[config.mk]
export PLATFORM = sky130hd
export DESIGN_NAME = card_board_renderer
export DESIGN_NICKNAME = d
export VERILOG_FILES = /design/src/rtl/card_board_renderer_pkg.sv /design/src/rtl/card_slot_table.sv /design/src/rtl/card_board_renderer.sv
export SDC_FILE = /design/constraint.sdc
export NUM_CORES = 2
export LEC_CHECK = 0
export BUFFER_PORTS_ARGS = -buffer_cell sky130_fd_sc_hd__buf_2
export CORE_UTILIZATION = 51
export DETAILED_ROUTE_END_ITERATION = 10
export PLACE_DENSITY = 0.67
export SLEW_MARGIN = 20
export SYNTH_ARGS = -nofsm -noshare
export SYNTH_HDL_FRONTEND = slang
export SYNTH_SLANG_ARGS = --single-unit
[constraint.sdc]
create_clock -name clk_25MHz -period 2.85 [get_ports clk_25MHz]
set_input_delay 0.4275 -clock clk_25MHz [delete_from_list [all_inputs] [get_ports clk_25MHz]]
set_output_delay 0.4275 -clock clk_25MHz [all_outputs]
set_load 0.05 [all_outputs]
[src/rtl/card_board_renderer_pkg.sv]
// Shared display constants and the raster-to-slot locator used by the card board renderer.
package card_board_renderer_pkg;

    localparam int COLS      = 16;
    localparam int ROWS      = 6;
    localparam int NUM_SLOTS = COLS * ROWS;
    localparam int ORIGIN_X  = 48;
    localparam int ORIGIN_Y  = 96;
    localparam int PITCH_X   = 36;
    localparam int PITCH_Y   = 50;
    localparam int V_SWAP    = 480;
    localparam int CARD_W    = 32;
    localparam int CARD_H    = 46;

    localparam logic [5:0]  EMPTY_CARD    = 6'd63;
    localparam logic [5:0]  FIRST_INVALID = 6'd54;
    localparam logic [11:0] BG_COLOR      = 12'h68A;

    typedef logic [5:0] card_t;

    typedef struct packed {
        logic       hit;
        logic [6:0] idx;
        logic [5:0] lx;
        logic [5:0] ly;
    } locate_t;

    // Constant-divisor divide/modulo on 10-bit operands: shallow enough for a 40 ns cycle.
    function automatic locate_t locate(input logic [9:0] h, input logic [9:0] v, input logic vld);
        logic [9:0] dx, dy, col, row, lx, ly;
        locate_t    r;
        dx    = h - 10'(ORIGIN_X);
        dy    = v - 10'(ORIGIN_Y);
        col   = dx / 10'(PITCH_X);
        row   = dy / 10'(PITCH_Y);
        lx    = dx % 10'(PITCH_X);
        ly    = dy % 10'(PITCH_Y);
        r.hit = vld && (h >= 10'(ORIGIN_X)) && (v >= 10'(ORIGIN_Y)) &&
                (col < 10'(COLS)) && (row < 10'(ROWS)) &&
                (lx < 10'(CARD_W)) && (ly < 10'(CARD_H));
        r.idx = 7'(row * 10'(COLS) + col);
        r.lx  = lx[5:0];
        r.ly  = ly[5:0];
        return r;
    endfunction

endpackage

[src/rtl/card_slot_table.sv]
// Double-buffered board layout: writes go to the shadow table, and a pending commit copies
// shadow to active in one edge during vertical blanking so a frame never shows a half-updated board.
module card_slot_table
    import card_board_renderer_pkg::*;
(
    input  logic       clk,
    input  logic       rst_n,
    input  logic       wr_en,
    input  logic [6:0] wr_idx,
    input  logic [5:0] wr_card,
    input  logic       commit,
    input  logic       valid,
    input  logic [9:0] v_cnt,
    input  logic [6:0] rd_idx,
    output logic [5:0] rd_card,
    output logic       commit_done
);

    card_t shadow_q [NUM_SLOTS];
    card_t active_q [NUM_SLOTS];
    logic  pending_q, pending_d;
    logic  commit_done_q;
    logic  swap;

    assign swap = pending_q && !valid && (v_cnt == 10'(V_SWAP));

    // NOTE: default first so every path assigns pending_d; otherwise always_comb infers a latch.
    always_comb begin
        pending_d = pending_q;
        if (swap)
            pending_d = 1'b0;
        else if (commit)
            pending_d = 1'b1;
    end

    // NOTE: the tables are flop arrays, not RAM, so they can be (and must be) cleared by reset.
    always_ff @(posedge clk or negedge rst_n) begin
        if (!rst_n) begin
            pending_q     <= 1'b0;
            commit_done_q <= 1'b0;
            for (int i = 0; i < NUM_SLOTS; i++) begin
                shadow_q[i] <= EMPTY_CARD;
                active_q[i] <= EMPTY_CARD;
            end
        end else begin
            // NOTE: non-blocking, so a swap copies the shadow value from before this edge's write.
            pending_q     <= pending_d;
            commit_done_q <= swap;
            if (swap) begin
                for (int i = 0; i < NUM_SLOTS; i++)
                    active_q[i] <= shadow_q[i];
            end
            if (wr_en && (wr_idx < 7'(NUM_SLOTS)))
                shadow_q[wr_idx] <= wr_card;
        end
    end

    assign rd_card     = (rd_idx < 7'(NUM_SLOTS)) ? active_q[rd_idx] : EMPTY_CARD;
    assign commit_done = commit_done_q;

endmodule

[src/rtl/card_board_renderer.sv]
// Raster-side card renderer: maps each pixel to a board slot, requests the sprite pixel,
// and composes the final colour with a fixed three-cycle latency.
module card_board_renderer
    import card_board_renderer_pkg::*;
(
    input  logic        clk_25MHz,
    input  logic        rst_n,
    input  logic [9:0]  h_cnt,
    input  logic [9:0]  v_cnt,
    input  logic        valid,
    input  logic        wr_en,
    input  logic [6:0]  wr_idx,
    input  logic [5:0]  wr_card,
    input  logic        commit,
    output logic        commit_done,
    output logic [5:0]  pixel_x,
    output logic [5:0]  pixel_y,
    output logic [5:0]  card_type,
    input  logic [11:0] card_pixel,
    output logic [11:0] rgb,
    output logic        rgb_valid
);

    locate_t     loc;
    card_t       rd_card;
    logic [5:0]  pixel_x_q, pixel_x_d, pixel_y_q, pixel_y_d;
    card_t       card_type_q, card_type_d;
    logic        s1_hit_q, s1_valid_q;
    logic        s2_drawable_q, s2_valid_q;
    logic [11:0] rgb_q, rgb_d;
    logic        rgb_valid_q;

    assign loc = locate(h_cnt, v_cnt, valid);

    card_slot_table u_table (
        .clk         (clk_25MHz),
        .rst_n       (rst_n),
        .wr_en       (wr_en),
        .wr_idx      (wr_idx),
        .wr_card     (wr_card),
        .commit      (commit),
        .valid       (valid),
        .v_cnt       (v_cnt),
        .rd_idx      (loc.idx),
        .rd_card     (rd_card),
        .commit_done (commit_done)
    );

    always_comb begin
        pixel_x_d   = '0;
        pixel_y_d   = '0;
        card_type_d = EMPTY_CARD;
        if (loc.hit) begin
            pixel_x_d   = loc.lx;
            pixel_y_d   = loc.ly;
            card_type_d = rd_card;
        end
    end

    // card_pixel answers the stage-1 request one cycle later, so the stage-2 flags line up with it.
    always_comb begin
        rgb_d = s2_valid_q ? BG_COLOR : 12'h000;
        if (s2_drawable_q)
            rgb_d = card_pixel;
    end

    always_ff @(posedge clk_25MHz or negedge rst_n) begin
        if (!rst_n) begin
            pixel_x_q     <= '0;
            pixel_y_q     <= '0;
            card_type_q   <= EMPTY_CARD;
            s1_hit_q      <= 1'b0;
            s1_valid_q    <= 1'b0;
            s2_drawable_q <= 1'b0;
            s2_valid_q    <= 1'b0;
            rgb_q         <= '0;
            rgb_valid_q   <= 1'b0;
        end else begin
            pixel_x_q     <= pixel_x_d;
            pixel_y_q     <= pixel_y_d;
            card_type_q   <= card_type_d;
            s1_hit_q      <= loc.hit;
            s1_valid_q    <= valid;
            s2_drawable_q <= s1_hit_q && (card_type_q < FIRST_INVALID);
            s2_valid_q    <= s1_valid_q;
            rgb_q         <= rgb_d;
            rgb_valid_q   <= s2_valid_q;
        end
    end

    assign pixel_x   = pixel_x_q;
    assign pixel_y   = pixel_y_q;
    assign card_type = card_type_q;
    assign rgb       = rgb_q;
    assign rgb_valid = rgb_valid_q;

endmodule
-- After elaboration in Yosys (flattened, before gate mapping)
Cells that the tools add are included.
- flip-flop bits (word level): 1189
- logic and storage cells: 252
- bitwise logic cells: 2
- multiplexer cells: 14
- eq/ne operators: 1
- reduce and logical (&&, ||, !) cells: 13
- order comparisons: 12
- add/sub/neg operators: 3
- divide/modulo/power cells: 4
- operators with widths (operator ; count):
    bitwise mux 576 bit ; 1
    binary-select mux 6 bit (select 7 bit) ; 1
    demux 6 bit (select 7 bit) ; 1
    2-to-1 mux 6 bit ; 7
    divider 10 x 6 -> 10 bit, second input constant ; 2
    less-than comparator 10 x 6 -> 1 bit, second input constant ; 2
    modulo 10 x 6 -> 10 bit, second input constant ; 2
    greater-or-equal comparator 8 bit, second input constant ; 2
    NOT 7 -> 8 bit ; 2
    less-than comparator 7 bit, second input constant ; 2
    2-to-1 mux 12 bit ; 1
    logical AND 1 bit ; 11
    2-to-1 mux 11 bit ; 1
    == test 10 x 9 -> 1 bit, second input constant ; 1
    greater-or-equal comparator 10 x 6 -> 1 bit, second input constant ; 1
    greater-or-equal comparator 10 x 7 -> 1 bit, second input constant ; 1
    less-than comparator 10 x 3 -> 1 bit, second input constant ; 1
    less-than comparator 10 x 5 -> 1 bit, second input constant ; 1
    subtractor 10 x 6 -> 10 bit, second input constant ; 1
    subtractor 10 x 7 -> 10 bit, second input constant ; 1
    less-than comparator 8 x 1 -> 1 bit, second input constant ; 1
    adder 7 bit ; 1
    less-than comparator 6 bit, second input constant ; 1
    2-to-1 mux 1 bit ; 2
    2 further kinds ; 2

-- Depth between registers and ports, before layout
- depth after elaboration: 9
- depth in mapped cells: 29

-- Modules after synthesis
A second synthesis with hierarchy kept.
- cells, all modules: 4657
- area, all modules: 53244.8 µm²
- modules (own cells, without submodules) (module ; seq. area each (µm²) ; instances ; area each (µm²) ; cells an instance):
    card_slot_table ; 30319.1 ; 1 ; 49715.2 ; 4244
    card_board_renderer ; 883.3 ; 1 ; 3529.6 ; 413

-- Least setup slack after synthesis
Ideal clock, no wire load.
- path type: in2reg
- from: input port v_cnt[5]
- to: register card_type_q[1], in the netlist card_type[1]
- data required time: 2762 ps
- stages on the path: 29
- library setup time: 88 ps
- arrival time: 6728 ps
- setup slack: -3966 ps
- path through: clkbuf_1 > inv_1 > ha_1 > clkbuf_1 > nor2_1 > o211a_1 > clkbuf_1 > a211o_1 > o22a_1 > buf_2 > o211ai_2 > mux2i_2 > a21oi_1 > a2111o_1 > o31a_1 > nor2_1 > inv_1 > ha_1 > clkbuf_1 > clkinv_1 > nor2_1 > nand2_1 > clkbuf_1 > a211oi_1 > a41oi_1 > and4_1 > nand3_1 > o32ai_1 > or3_1
- longest elaborated chain between the ends: 9
- ends and longest elaborated chain (element ; line ; text):
    start, declared ; card_board_renderer.sv:9 ; input logic [9:0] v_cnt,
    subtractor 10 x 7 -> 10 bit ; card_board_renderer_pkg.sv:33 ; dy = v - 10'(ORIGIN_Y);
    divider 10 x 6 -> 10 bit ; card_board_renderer_pkg.sv:35 ; row = dy / 10'(PITCH_Y);
    adder 7 bit ; card_board_renderer_pkg.sv:41 ; r.idx = 7'(row * 10'(COLS) + col);
    NOT 7 -> 8 bit (not written as such) ; card_slot_table.sv:58 ; assign rd_card = (rd_idx < 7'(NUM_SLOTS)) ? active_q[rd_idx] : EMPTY_CARD;
    binary-select mux 6 bit (select 7 bit) ; card_slot_table.sv:58 ;
    2-to-1 mux 6 bit (not written as such) (2 in a row) ; card_slot_table.sv:58 ;
    2-to-1 mux 6 bit ; card_slot_table.sv:58 ;
    2-to-1 mux 6 bit * ; card_board_renderer.sv:53 ; if (loc.hit) begin
    net card_type_d[1] ; card_board_renderer.sv:27 ; card_t card_type_q, card_type_d;
    end signal, assigned ; card_board_renderer.sv:81 ; card_type_q <= card_type_d;
    end, declared ; card_board_renderer.sv:27 ;
Mark *: on every way through the listed nets, which the timed path passes. The rest lies on a longest branch. The select of a mux whose other input is x is not followed.
A chain may end at the register's enable or synchronous reset.

-- Final worst setup path
- from: input port v_cnt[5]
- to: register card_type_q[3], in the netlist card_type[3]
The elaborated chain is that of the path after synthesis.

==> results.md <==
* Synth area leader: dfstp_2
* Hold WC Path Type: primary input to asynchronous set/reset pin
* Area occupied by multi-input gates at 21500 um2
* Fin cells at 7053
* Count of input and output buffers at 81
* Clock Tree Root: clkbuf_16
* Post-DP Area at 58960 um2
* Yosys warnings at 0
* PwrDens at 686.4 nW/um2
* Antenna viol nets, final at 0
* Vias in the first global route at 39260
* Setup CP Type: primary input to register
* Sequential share of the synthesized area at 58.77%
* Crit start category: primary input
* Commonest non-fill, non-tap cell in the layout: nand2_1
* WL final at 155000 um
* Global route total overflow at 0
* Slew headroom at 41.35%
* Crit path max fanout at 7
* Worst endpoint data arrival time at 5790 ps
* Pre-Repair DR Iteration Count at 6
* Die H at 324.7 um
* Fill count at 8220
* Vias per inst at 5.632
* Top cells by area, synth: dfstp_2, nand2_1, mux2_2
* RSZ-0062 raised after global routing: true
* Rows at 117
* Hold_ws at 39.28 ps
* Layout cells sized above 1 at 48.19%
* Core footprint at 102500 um2
* Peak supply drop at 0.6574 mV
* Cells after DPL at 6766
* Setup crit end kind: register
* Lkg Pwr at 0.02826 uW
* Commonest non-fill, non-tap cells in the layout: nand2_1, dfstp_2, mux2_2
* Initial antenna violation count at 4
* TritonCTS Sinks at 1189
* DR WL/cell at 21.98 um
* Synthesis-stage register bit count at 1189
* DRT iter0 DRCs at 3614
* Worst r2r path cells at 8
* Tmin final at 5115 ps
* Max-slew violations at 0
* Synth unique cells at 103
* Htree depth at 3
* Initial Util at 51.81%
* Net count after synthesis at 5173
* Layout area overhead at 21.13%
* Cells after Synth at 5115
* Worst path required time at 3530 ps
* Die Area at 105400 um2
* Die X at 324.7 um
* Clock-pin slew on the worst setup and hold paths at 60 ps
* Vias post-DR at 39730
* Fmax at 195.5 MHz
* Reg area at 31200 um2
* Largest net degree at the start of global routing at 114
* Mapped cell area at 53090 um2
* GPL Wtd Cong at 0.9779
* Nets@finish at 5640
* Post-layout worst setup margin at -2265 ps
* Final hold violations at 0
* TritonCTS buffer count at 121
* Worst slew pin tran at 876.4 ps
* Tcrit/Tclk final at 179.5%
* Max_cap viols at 0
* Util after Layout at 62.76%
* Clock skew at 34.05 ps
* DP HPWL at 104600 um
* CP max stage delay at 450 ps
* First-pass GRT wire length at 240100 um
* Failing checks: setup timing
* Post-route cell area at 64320 um2
* GR Util All Layers at 29.42%
* Synth Area per Inst at 10.38 um2
* Critical-path cell with the highest stage delay: or4_4
* Status: finished with violations
* CTS tree: built
* Drc violations at 0
* Post-synth EDFFs at 0
* Post-synth ARST share at 100.0%
* Top-area cell type share of the netlist area at 57.31%
* Post-synth top flop: dfstp_2
* Max Buffers Root-to-Sink at 3
* Final setup fails at 18
* Worst-Skew Late Latency at 730 ps
* Num ports at 82
## area by class of cell
cell class              instances  share of cell area [%]
clock inverters                48                  0.8501
well taps                    1368                   2.661
flip-flops and latches       1189                   48.51
diodes                          1                0.003891
inverters                      16                  0.1128
clock buffers                 177                   5.550
multi-input cells            3616                   33.42
repair buffers                638                   8.883
## synth_stat cells (10+ instances only)
cell      instances
a22oi_1          10
a31oi_1          36
and2_1           21
mux2_2          581
nand4_1          17
a21o_1           14
dfrtp_1          31
clkbuf_1        235
inv_1            15
or3_1            10
nor4_1           20
a22o_1           11
a311oi_1         17
a21oi_1         106
nor3_1           30
o22ai_1          23
dfstp_2        1158
mux2i_1          52
o21ai_0          32
nand2b_1         19
a211oi_1         32
nand2_1        2152
buf_2            46
nor2_1          138
and3_1           21
nand3_1          76
## critical path: cells and delay by family
kind	cells	cell delay, ps
AOI/OAI and AO/OA	10	1960
and+or+nand+nor	6	1450
adders and majority gates	2	540
xor gates and xnor gates	1	190
muxes	1	330
buffers and inverters	7	840
## timing repair
action	in CTS	in global routing
hold buffers	17	0
endpoints found under the hold margin	18	0
endpoints found under the setup margin	18	18
resized for setup	116	48
cloned	1	0
buffers inserted	38	9
pin swaps	31	21
## cells by family after synthesis
kind of cell | share of synthesized area, %
and+or+nand+nor | 19.10
DFF | 58.77
muxes | 13.72
AOI/OAI and AO/OA | 5.444
buffers and inverters | 2.413
xor gates and xnor gates | 0.3417
adders and majority gates | 0.2074
other | 0.007063
## layer usage
| layer | global-route usage (%) | wire [um] | up-vias |
|---|---|---|---|
| li1 | - | - | 17910 |
| met1 | 42.61 | 69510 | 20280 |
| met2 | 45.40 | 70280 | 1237 |
| met3 | 4.763 | 10150 | 298 |
| met4 | 9.126 | 5101 | 2 |
| met5 | 0 | 13 | - |
## through the flow
step	setup TNS, ps	total power (uW)	setup WS, ps
2_1_floorplan	-34780	22680	-2689
3_3_place_gp	-46360	26820	-3161
3_5_place_dp	-45680	26940	-3214
4_1_cts	-29820	44060	-2121
5_1_grt	-33400	45640	-2385
6_report	-30800	44140	-2265
## worst paths after layout
check	slack (ps)	to	start
max	-2270	card_type[3]	v_cnt[5]
min	40	u_table.shadow_q[297]	rst_n
max reg2reg	750	card_type[3]	u_table.active_q[321]
min reg2reg	350	s2_valid_q	s1_valid_q
max in group asynchronous	2110	u_table.active_q[38]	rst_n
min in group clk_25MHz	60	u_table.commit_done	v_cnt[3]
## where the power goes
part	switching (uW)	internal [uW]	leakage (uW)	total, uW
Sequential	316	18000	0.0124	18300
Combinational	5370	4230	0.0139	9600
Clock	6900	9340	0.00201	16200
Total	12600	31600	0.0283	44100
## registers in the layout, indices dropped and copies added (netlist names), 6 cells and up
signal and flops:
card_type 6, u_table.active_q 576, u_table.shadow_q 576, pixel_x 6
pixel_y 6, rgb 12
(Power assumes the default switching activity.)
